**src/rtl/oehb_dataless_fifo_if.sv**
```systemverilog
// Token handshake bundle for the dataless FIFO: input side, output side and
// the registered occupancy count.
interface oehb_dataless_fifo_if #(
  parameter int NUM_SLOTS = 4
) ();
  localparam int CNT_W = $clog2(NUM_SLOTS + 1);

  // A token moves on a side only in a cycle where its valid and ready are both 1.
  // A raised valid stays raised until that transfer happens.
  logic             ins_valid;
  logic             ins_ready;
  logic             outs_valid;
  logic             outs_ready;
  logic [CNT_W-1:0] occupancy;

  modport slave (
    input  ins_valid,
    input  outs_ready,
    output ins_ready,
    output outs_valid,
    output occupancy
  );

  modport master (
    output ins_valid,
    output outs_ready,
    input  ins_ready,
    input  outs_valid,
    input  occupancy
  );
endinterface

```
**src/rtl/oehb_dataless_fifo.sv**
```systemverilog
// Dataless elastic FIFO: an occupancy counter that gives NUM_SLOTS tokens of slack,
// with an optional zero-latency bypass when TRANSPARENT=1.
module oehb_dataless_fifo #(
  parameter int NUM_SLOTS   = 4,
  parameter bit TRANSPARENT = 1'b0
) (
  input  logic                   clk,
  input  logic                   rst,
  oehb_dataless_fifo_if.slave    bus_if
);
  localparam int               CNT_W    = $clog2(NUM_SLOTS + 1);
  localparam logic [CNT_W-1:0] FULL_CNT = CNT_W'(NUM_SLOTS);
  localparam logic [CNT_W:0]   MAX_SUM  = (CNT_W + 1)'(NUM_SLOTS);

  logic [CNT_W-1:0] cnt_q;
  logic [CNT_W-1:0] cnt_d;
  logic [CNT_W:0]   cnt_sum;
  logic             empty;
  logic             full;
  logic             push;
  logic             pop;
  logic             ins_ready;
  logic             outs_valid;

  assign empty = (cnt_q == '0);
  assign full  = (cnt_q == FULL_CNT);

  generate
    if (TRANSPARENT) begin : g_transparent
      // Empty bypass and push-on-full-pop both ride on these comb paths.
      assign outs_valid = !empty | bus_if.ins_valid;
      assign ins_ready  = !full  | bus_if.outs_ready;
    end else begin : g_registered
      assign outs_valid = !empty;
      assign ins_ready  = !full;
    end
  endgenerate

  assign push = bus_if.ins_valid & ins_ready;
  assign pop  = outs_valid & bus_if.outs_ready;

  // One guard bit so an underflow or overflow would show up as a value above MAX_SUM.
  assign cnt_sum = {1'b0, cnt_q}
                 + {{CNT_W{1'b0}}, push}
                 - {{CNT_W{1'b0}}, pop};

  always_comb begin
    cnt_d = cnt_sum[CNT_W-1:0];
  end

  always_ff @(posedge clk) begin
    if (rst) begin
      cnt_q <= '0;
    end else begin
      cnt_q <= cnt_d;
      assert (cnt_sum <= MAX_SUM);
      assert (cnt_q <= FULL_CNT);
    end
  end

  assign bus_if.ins_ready  = ins_ready;
  assign bus_if.outs_valid = outs_valid;
  assign bus_if.occupancy  = cnt_q;
endmodule

```
**src/flat_wrapper.sv**
```systemverilog
// flat-port wrapper written by rule: the top's interface ports become plain ports
module oehb_dataless_fifo_flat 
#(
  parameter int NUM_SLOTS   = 4,
  parameter bit TRANSPARENT = 1'b0
)
  (clk, rst, bus_if_ins_valid, bus_if_outs_ready, bus_if_ins_ready, bus_if_outs_valid, bus_if_occupancy);
  oehb_dataless_fifo_if #(.NUM_SLOTS(NUM_SLOTS)) bus_if_i ();
  input  logic clk;
  input  logic rst;
  input wire logic [$bits(bus_if_i.ins_valid)-1:0] bus_if_ins_valid;
  input wire logic [$bits(bus_if_i.outs_ready)-1:0] bus_if_outs_ready;
  output wire logic [$bits(bus_if_i.ins_ready)-1:0] bus_if_ins_ready;
  output wire logic [$bits(bus_if_i.outs_valid)-1:0] bus_if_outs_valid;
  output wire logic [$bits(bus_if_i.occupancy)-1:0] bus_if_occupancy;
  assign bus_if_i.ins_valid = bus_if_ins_valid;
  assign bus_if_i.outs_ready = bus_if_outs_ready;
  assign bus_if_ins_ready = bus_if_i.ins_ready;
  assign bus_if_outs_valid = bus_if_i.outs_valid;
  assign bus_if_occupancy = bus_if_i.occupancy;
  oehb_dataless_fifo #(.NUM_SLOTS(NUM_SLOTS), .TRANSPARENT(TRANSPARENT)) u_core (.clk(clk), .rst(rst), .bus_if(bus_if_i));
endmodule
```
**config.mk**
```make
export PLATFORM = sky130hd
export DESIGN_NAME = oehb_dataless_fifo_flat
export DESIGN_NICKNAME = d
export VERILOG_FILES = /design/src/rtl/oehb_dataless_fifo_if.sv /design/src/rtl/oehb_dataless_fifo.sv /design/src/flat_wrapper.sv
export SDC_FILE = /design/constraint.sdc
export NUM_CORES = 1
export LEC_CHECK = 0
export CORE_AREA = 10 10 47 49
export DETAILED_ROUTE_END_ITERATION = 10
export DIE_AREA = 0 0 57 59
export PLACE_DENSITY = 0.33
export SLEW_MARGIN = 20
export SYNTH_ARGS = -nofsm -noshare
export SYNTH_HDL_FRONTEND = slang
export SYNTH_SLANG_ARGS = --single-unit
```
**constraint.sdc**
```tcl
create_clock -name clk -period 3.3 [get_ports clk]
set_clock_uncertainty 0.2 [all_clocks]
set_input_delay 0.66 -clock clk [delete_from_list [all_inputs] [get_ports clk]]
set_output_delay 0.66 -clock clk [all_outputs]
set_load 0.02 [all_outputs]
```
==> PnR_summary.wiki, run 1 <==
{| class="wikitable"
! Metric !! Value
|-
| Run status || finished, final reports clean
|-
| RSZ-0062 raised after global routing || false
|-
| Power share of the clock group || 0.192
|-
| Min setup slack post-route || 0.743 ns
|-
| Max-slew violation total from the final report || 0
|-
| Antenna violations before repair || 0
|-
| Cell-internal power || 212 uW
|-
| Main synth FF type || sky130_fd_sc_hd__dfxtp_1
|-
| Count leader, synth || sky130_fd_sc_hd__inv_1
|-
| Syn Std Cell Area || 195 sq um
|-
| Number of fill cells in the layout || 167
|-
| Dpl ws || 0.487 ns
|-
| CP endpoint kind || flip-flop
|-
| Detailed-route via count || 161
|-
| Number of DRC markers after the initial detailed-route iteration || 0
|-
| Flip-flop count of the largest register, all copies and words added || 3
|-
| Cell chain of the critical path || clkdlybuf4s50_1 > and2_4 > ha_1 > inv_1 > ha_1 > fa_1 > xor3_1 > nor2_1
|-
| Starting utilization of the core area || 0.139
|-
| CP startpoint kind || input pin
|-
| DR vias/cell || 3.43
|-
| Number of sinks handled by clock tree synthesis || 3
|-
| Clock latency reported for the late side of the worst-skew pair || 0.23 ns
|-
| Headroom to the max-slew limit || 0.848
|-
| Switching fraction of total power || 0.362
|-
| Buffers from clock root to sink, at most || 2
|-
| Total negative slack || 0 ns
|-
| Buf+Inv Stages, Crit Path || 2
|-
| Data required time at the worst endpoint || 3.27 ns
|-
| Synthesis warning total || 0
|-
| Area Growth Syn to Fin || 64.7%
|-
| 1st-pass router iterations || 1
|-
| Net total in the final layout || 39
|-
| Overall Global Routing Usage || 0.0333
|-
| Row count || 14
|-
| Hold Path Cell Cnt || 2
|-
| Depth of the CTS H-tree || 1
|-
| Part of the cycle the worst path needs || 0.775
|-
| Fmax || 0.391 GHz
|-
| CTS tree || yes
|-
| Final Setup Violations || 0
|-
| Final Critical Period || 2.56 ns
|-
| Leading cell types by count after synthesis || sky130_fd_sc_hd__inv_1 (4), sky130_fd_sc_hd__dfxtp_1 (3), sky130_fd_sc_hd__ha_1 (2), sky130_fd_sc_hd__nor2_1 (2), sky130_fd_sc_hd__nor2b_1 (2)
|-
| Overall die area || 3360 sq um
|-
| Start of the worst register-to-register path || u_core.bus_if.occupancy[2]
|-
| Weighted congestion reported at the end of routability-driven placement || 0.662
|-
| Top cell type's share of synthesized area || 0.308
|-
| Ant. Diodes || 0
|-
| Largest driver fanout on the critical path || 1
|-
| Register-to-register setup slack || 0.81 ns
|-
| Post-synth top area cell || sky130_fd_sc_hd__dfxtp_1
|-
| Max Cap Violations || 0
|-
| Clock buffers created by TritonCTS || 3
|-
| Areal power density over the cells || 1030 nW/um^2
|-
| Depth of the worst register-to-register path || 8
|-
| Worst reg2reg endpoint || u_core.bus_if.occupancy[2]
|-
| Root Buffer Master || sky130_fd_sc_hd__clkbuf_4
|-
| Post-route total power || 332 uW
|-
| Slew @ Worst Pin || 0.228 ns
|-
| Crit path max-delay family || adder cells
|-
| Post-CTS sizing || 0
|-
| Comb pwr share || 0.605
|-
| Clock input transition at the sequential cells of the worst setup and hold paths || 0.04 ns
|-
| HPWL after detailed placement || 401 microns
|-
| Crit path kind || input pin to flip-flop
|-
| Net count after synthesis || 26
|-
| Final routed DRC violation total || 0
|-
| Fraction of layout instances using a drive strength above 1 || 0.161
|-
| Number of enable-type register cells in the synthesized netlist || 0
|-
| GRT overflow || 0
|-
| Number of instances in the synthesized netlist || 19
|-
| Source of the worst hold timing path || u_core.bus_if.occupancy[1]
|-
| Part of the Yosys area used for sequential elements || 0.308
|-
| Hold-fix buffer count after cts || 0
|-
| Vertical die dimension || 59 microns
|-
| Async set-or-reset flop fraction in the synthesized netlist || 0
|-
| Count of distinct cell types in the synthesized netlist || 11
|-
| Routed wirelength normalized by instance count || 10.4 microns
|-
| Leading cell types by total area after synthesis || sky130_fd_sc_hd__dfxtp_1 (31%), sky130_fd_sc_hd__ha_1 (13%), sky130_fd_sc_hd__xor3_1 (12%)
|-
| Data arrival time of the critical path || 2.53 ns
|-
| Register bit count reported by yosys || 3
|-
| Wire length of the first global-routing pass || 793 microns
|-
| Vias in the first global route || 192
|-
| Port bufs || 8
|-
| Crit-path max cell delay || 0.40 ns
|-
| Type of the worst min-delay path || flip-flop to flip-flop
|-
| Detail Route Antenna Nets || 0
|-
| Maximum number of pins on one net before global-route repair || 6
|-
| Buffers inserted during post-CTS setup optimization || 0
|-
| Min-Delay Endpoint || u_core.bus_if.occupancy[2]
|-
| Routed WL || 491 microns
|-
| Register share of total power || 0.203
|-
| Number of failing hold endpoints at the final stage || 0
|-
| Ports placed on the boundary || 9
|-
| Maximum vdd ir drop || 0.288 mV
|-
| Mean Syn Cell Area || 10.3 sq um
|-
| Die Span X || 57 microns
|-
| Static leakage || 0.144 nW
|-
| Switching Power || 121 uW
|-
| Area inside the core boundary || 1400 sq um
|-
| Slowest stage cell on the critical path || sky130_fd_sc_hd__clkdlybuf4s50_1
|-
| Most Frequent Cell on Critical Path || sky130_fd_sc_hd__ha_1
|}
## worst max-delay path by stage
stage,startpoint,endpoint,slack [ns],cells after the start
2_1_floorplan,u_core.bus_if.occupancy[2],u_core.bus_if.occupancy[2],0.76,8
3_3_place_gp,bus_if_outs_ready,u_core.bus_if.occupancy[2],0.52,8
3_5_place_dp,bus_if_outs_ready,u_core.bus_if.occupancy[2],0.49,8
4_1_cts,bus_if_outs_ready,u_core.bus_if.occupancy[2],0.73,8
5_1_grt,bus_if_outs_ready,u_core.bus_if.occupancy[2],0.68,8
6_report,bus_if_outs_ready,u_core.bus_if.occupancy[2],0.74,8
## layer usage
layer  up-vias  global-route usage  wire length [microns]
met2         9              0.0388                    191
met4         0              0.0403                      0
met1        70              0.0346                    220
li1         82                   -                      -
met5         -                   0                      0
met3         0              0.0236                     80
## power by group through the flow
| stage | logic (mW) | clock network (mW) | registers [mW] |
|---|---|---|---|
| after detailed placement | 0.205 | 0 | 0.0687 |
| final | 0.201 | 0.0640 | 0.0675 |
| after global routing | 0.220 | 0.0701 | 0.0710 |
| after CTS | 0.208 | 0.0684 | 0.0681 |
| after floorplan | 0.114 | 0 | 0.0802 |
| after global placement | 0.205 | 0 | 0.0684 |
## cells in the final DEF (no fill, tap or decap)
cell	n
sky130_fd_sc_hd__inv_1	4
sky130_fd_sc_hd__xor3_1	1
sky130_fd_sc_hd__dfxtp_1	3
sky130_fd_sc_hd__clkdlybuf4s50_1	8
sky130_fd_sc_hd__fa_1	1
sky130_fd_sc_hd__nor2b_1	2
sky130_fd_sc_hd__nand2_1	1
sky130_fd_sc_hd__clkbuf_1	1
sky130_fd_sc_hd__ha_1	2
sky130_fd_sc_hd__or3_4	1
sky130_fd_sc_hd__clkbuf_4	3
sky130_fd_sc_hd__and2_4	1
sky130_fd_sc_hd__a21boi_0	1
sky130_fd_sc_hd__nor2_1	2
## area by class of cell
type                            instances  area [sq um]  share of cell area
Clock buffer                            4          26.3              0.0817
Inverter                                4          15.0              0.0467
Multi-Input combinational cell         12           120               0.374
Sequential cell                         3          60.1               0.187
Tap cell                               16          20.0              0.0623
Timing Repair Buffer                    8          80.1               0.249
## metrics by stage
stage,hold WS [ns],area [sq um],std cells,util
6_report,0.446,322,47,0.229
5_1_grt,0.486,322,47,0.229
3_3_place_gp,0.440,295,43,0.211
2_1_floorplan,0.481,195,19,-
3_5_place_dp,0.447,295,43,0.211
4_1_cts,0.455,322,47,0.229
## cells by family after synthesis
| kind of cell | after synthesis | synth area share |
|---|---|---|
| AO/OA/AOI/OAI | 1 | 0.0385 |
| XOR/XNOR | 1 | 0.122 |
| adder cells (fa/ha/maj) | 3 | 0.231 |
| buffers and inverters | 4 | 0.0769 |
| flip-flops | 3 | 0.308 |
| AND/OR/NAND/NOR | 7 | 0.224 |
## tightest hold or removal path, cell delays in order, from the launching register on
cell,delay (ns)
sky130_fd_sc_hd__dfxtp_1,0.35
sky130_fd_sc_hd__xor3_1,0.21
sky130_fd_sc_hd__nor2_1,0.04
Note: power is estimated with default switching activity, not from simulation.
==> inputs of run 2 (changes only) <==
--- a/config.mk
+++ b/config.mk
@@ -8,7 +8,7 @@
 export CORE_AREA = 10 10 47 49
 export DETAILED_ROUTE_END_ITERATION = 10
 export DIE_AREA = 0 0 57 59
-export PLACE_DENSITY = 0.33
+export PLACE_DENSITY = 0.34
 export SLEW_MARGIN = 20
 export SYNTH_ARGS = -nofsm -noshare
 export SYNTH_HDL_FRONTEND = slang
==> constraint.sdc (replaced) <==
create_clock -name clk -period 2.1 [get_ports clk]
set_clock_uncertainty 0.2 [all_clocks]
set_input_delay 0.42 -clock clk [delete_from_list [all_inputs] [get_ports clk]]
set_output_delay 0.42 -clock clk [all_outputs]
set_load 0.02 [all_outputs]
==> run 2 against run 1 <==
The flow now finishes with violations (setup timing). Die area is the same. Worst setup slack lost 0.80 ns. Final area grew 18%. Power grew 74%. Sequential share of layout area shrank 1.5 points. Sequential power grew 41%. Cell count grew 6.4%. Non-clock buffer count grew 3. Hold slack gained 0.080 ns. Via count grew 9.9%. Utilization grew 4.0 points. Critical path type is now flip-flop to flip-flop.
==> PnR_summary.wiki, run 2 (synthesis results as in run 1) <==
{| class="wikitable"
! Metric !! Value
|-
| Depth of the worst register-to-register path || 7 (-1)
|-
| Maximum vdd ir drop || 0.352 mV (+22%)
|-
| Clock latency reported for the late side of the worst-skew pair || 0.23 ns (about the same)
|-
| Routed wirelength normalized by instance count || 9.90 microns (-5.2%)
|-
| Number of fill cells in the layout || 163 (-2.4%)
|-
| Clock input transition at the sequential cells of the worst setup and hold paths || 0.04 ns (about the same)
|-
| Final routed DRC violation total || 0 (unchanged)
|-
| Max-slew violation total from the final report || 0 (unchanged)
|-
| DP Area || 350 sq um (+19%)
|-
| Final standard cell area without fillers || 378 sq um (+18%)
|-
| Fmax || 0.463 GHz
|-
| Start of the worst register-to-register path || u_core.bus_if.occupancy[0]
|-
| Areal power density over the cells || 1530 nW/um^2 (+48%)
|-
| Data required time at the worst endpoint || 2.06 ns (-1.21 ns)
|-
| Maximum number of pins on one net before global-route repair || 5 (-1)
|-
| HPWL after detailed placement || 426 microns (+6.1%)
|-
| Most Frequent Cell on Critical Path || sky130_fd_sc_hd__ha_4
|-
| Number of DRC markers after the initial detailed-route iteration || 2 (+2)
|-
| Detailed-route via count || 177 (+9.9%)
|-
| Area Growth Syn to Fin || 93.6%
|-
| Min setup slack post-route || -0.0605 ns (-0.803 ns)
|-
| Min-Delay Endpoint || u_core.bus_if.occupancy[2]
|-
| Wire length of the first global-routing pass || 814 microns (+2.6%)
|-
| Number of failing hold endpoints at the final stage || 0 (unchanged)
|-
| Detail Route Antenna Nets || 0 (unchanged)
|-
| Fraction of layout instances using a drive strength above 1 || 0.412 (+0.250)
|-
| Number of sinks handled by clock tree synthesis || 3 (unchanged)
|-
| RSZ-0062 raised after global routing || true
|-
| Clock buffers created by TritonCTS || 3 (unchanged)
|-
| CTS tree || yes
|-
| Vias in the first global route || 205 (+6.8%)
|-
| Run status || complete, but fails checks
|-
| Crit path kind || flip-flop to flip-flop
|-
| Routed WL || 495 microns (+0.81%)
|-
| Row count || 14 (unchanged)
|-
| Data arrival time of the critical path || 2.13 ns (-0.40 ns)
|-
| Crit-path max cell delay || 0.51 ns (+0.11 ns)
|-
| Flip-flop count of the largest register, all copies and words added || 3 (unchanged)
|-
| Most common cell after layout, fill and taps aside || sky130_fd_sc_hd__clkdlybuf4s50_1
|-
| Part of the cycle the worst path needs || 1.03
|-
| 1st-pass router iterations || 4 (+3)
|-
| Worst hold slack after final layout || 0.526 ns (+0.0801 ns)
|-
| Max Cap Violations || 0 (unchanged)
|-
| Hold Path Cell Cnt || 3 (+1)
|-
| Port bufs || 8 (unchanged)
|-
| Overall Global Routing Usage || 0.0329 (-0.000461)
|-
| Final std cells w/o fill || 50 (+6.4%)
|-
| Antenna violations before repair || 0 (unchanged)
|-
| Overall die area || 3360 sq um (unchanged)
|-
| GRT overflow || 0 (unchanged)
|-
| Register-to-register setup slack || -0.06 ns (-0.87 ns)
|-
| Buffers from clock root to sink, at most || 2 (unchanged)
|-
| Commonest cells after routing, fill and taps aside || sky130_fd_sc_hd__clkdlybuf4s50_1 (6), sky130_fd_sc_hd__inv_1 (3), sky130_fd_sc_hd__clkbuf_4 (3), sky130_fd_sc_hd__buf_4 (3)
|-
| Worst reg2reg endpoint || u_core.bus_if.occupancy[1]
|-
| Area inside the core boundary || 1400 sq um (unchanged)
|-
| Static leakage || 0.157 nW (+8.8%)
|-
| Largest driver fanout on the critical path || 2 (+1)
|-
| CP endpoint kind || flip-flop
|-
| Final Setup Violations || 2 (+2)
|-
| Number of cells in the design after placement || 46 (+7.0%)
|-
| Type of the worst min-delay path || flip-flop to flip-flop
|-
| Root Buffer Master || sky130_fd_sc_hd__clkbuf_4
|-
| Depth of the CTS H-tree || 1 (unchanged)
|-
| Slew @ Worst Pin || 0.334 ns (+0.106 ns)
|-
| Net total in the final layout || 42 (+7.7%)
|-
| Post-route total power || 577 uW (+74%)
|-
| Weighted congestion reported at the end of routability-driven placement || 0.627 (-5.2%)
|-
| Final Critical Period || 2.16 ns
|-
| Violated checks || setup timing
|-
| DR vias/cell || 3.54 (+3.3%)
|-
| Headroom to the max-slew limit || 0.775 (-0.0721)
|-
| Die Span X || 57 microns (unchanged)
|-
| Source of the worst hold timing path || u_core.bus_if.occupancy[1]
|-
| Final Util || 0.270 (+0.0402)
|-
| Slowest stage cell on the critical path || sky130_fd_sc_hd__fa_2
|-
| CP startpoint kind || flip-flop
|-
| Vertical die dimension || 59 microns (unchanged)
|-
| Ports placed on the boundary || 9 (unchanged)
|-
| Ant. Diodes || 0 (unchanged)
|-
| Starting utilization of the core area || 0.139 (unchanged)
|-
| Cell chain of the critical path || or3_4 > and2_4 > ha_4 > inv_2 > ha_4 > fa_2 > nor2b_1
|}
[run 2: worst max-delay path by stage]
stage / startpoint / endpoint / slack [ns]
final: u_core.bus_if.occupancy[0] / u_core.bus_if.occupancy[1] / -0.06
after floorplan: u_core.bus_if.occupancy[0] / u_core.bus_if.occupancy[1] / -0.15
after detailed placement: bus_if_outs_ready / u_core.bus_if.occupancy[1] / -0.23
after global placement: bus_if_outs_ready / u_core.bus_if.occupancy[1] / -0.25
after CTS: u_core.bus_if.occupancy[0] / u_core.bus_if.occupancy[1] / -0.09
after global routing: u_core.bus_if.occupancy[0] / u_core.bus_if.occupancy[1] / -0.11
[run 2: final cells by class]
| class | count | area [sq um] | area share |
|---|---|---|---|
| multi-input cells | 12 | 148 | 0.391 |
| repair buffers | 11 | 104 | 0.275 |
| flip-flops and latches | 3 | 65.1 | 0.172 |
| clock buffers | 4 | 26.3 | 0.0695 |
| well taps | 16 | 20.0 | 0.0530 |
| inverters | 4 | 15.0 | 0.0397 |
[run 2: through the flow]
step                      setup slack [ns]  setup TNS, ns
after global placement              -0.247         -0.465
after CTS                          -0.0945         -0.176
after global routing                -0.107         -0.209
after floorplan                     -0.151         -0.289
final                              -0.0605         -0.107
after detailed placement            -0.225         -0.446
[run 2: routing by layer]
metal,track usage,vias to the layer above,share of wire
li1,-,88,-
met1,0.0262,82,0.41
met2,0.0465,7,0.44
met3,0.0322,0,0.16
met4,0.0302,0,0
met5,0,-,0
[run 2: worst max-delay path: cells and delay by family, from the launching register on]
family | cells | cell delay (ns)
buffers and inverters | 1 | 0.04
and+or+nand+nor | 3 | 0.62
adders and majority gates | 3 | 0.91
DFF | 1 | 0.33
[run 2: where the power goes]
group	leakage [nW]	internal, mW	switching (mW)
Sequential	0.0258	0.0850	0.0101
Clock	0.0150	0.0712	0.0293
Combinational	0.116	0.211	0.170
[run 2: timing repair]
action,4_1_cts,5_1_grt
pin swaps,3,1
resized for setup,1,1
hold buffers,0,0
setup buffers,0,0
endpoints found under the setup margin,3,3
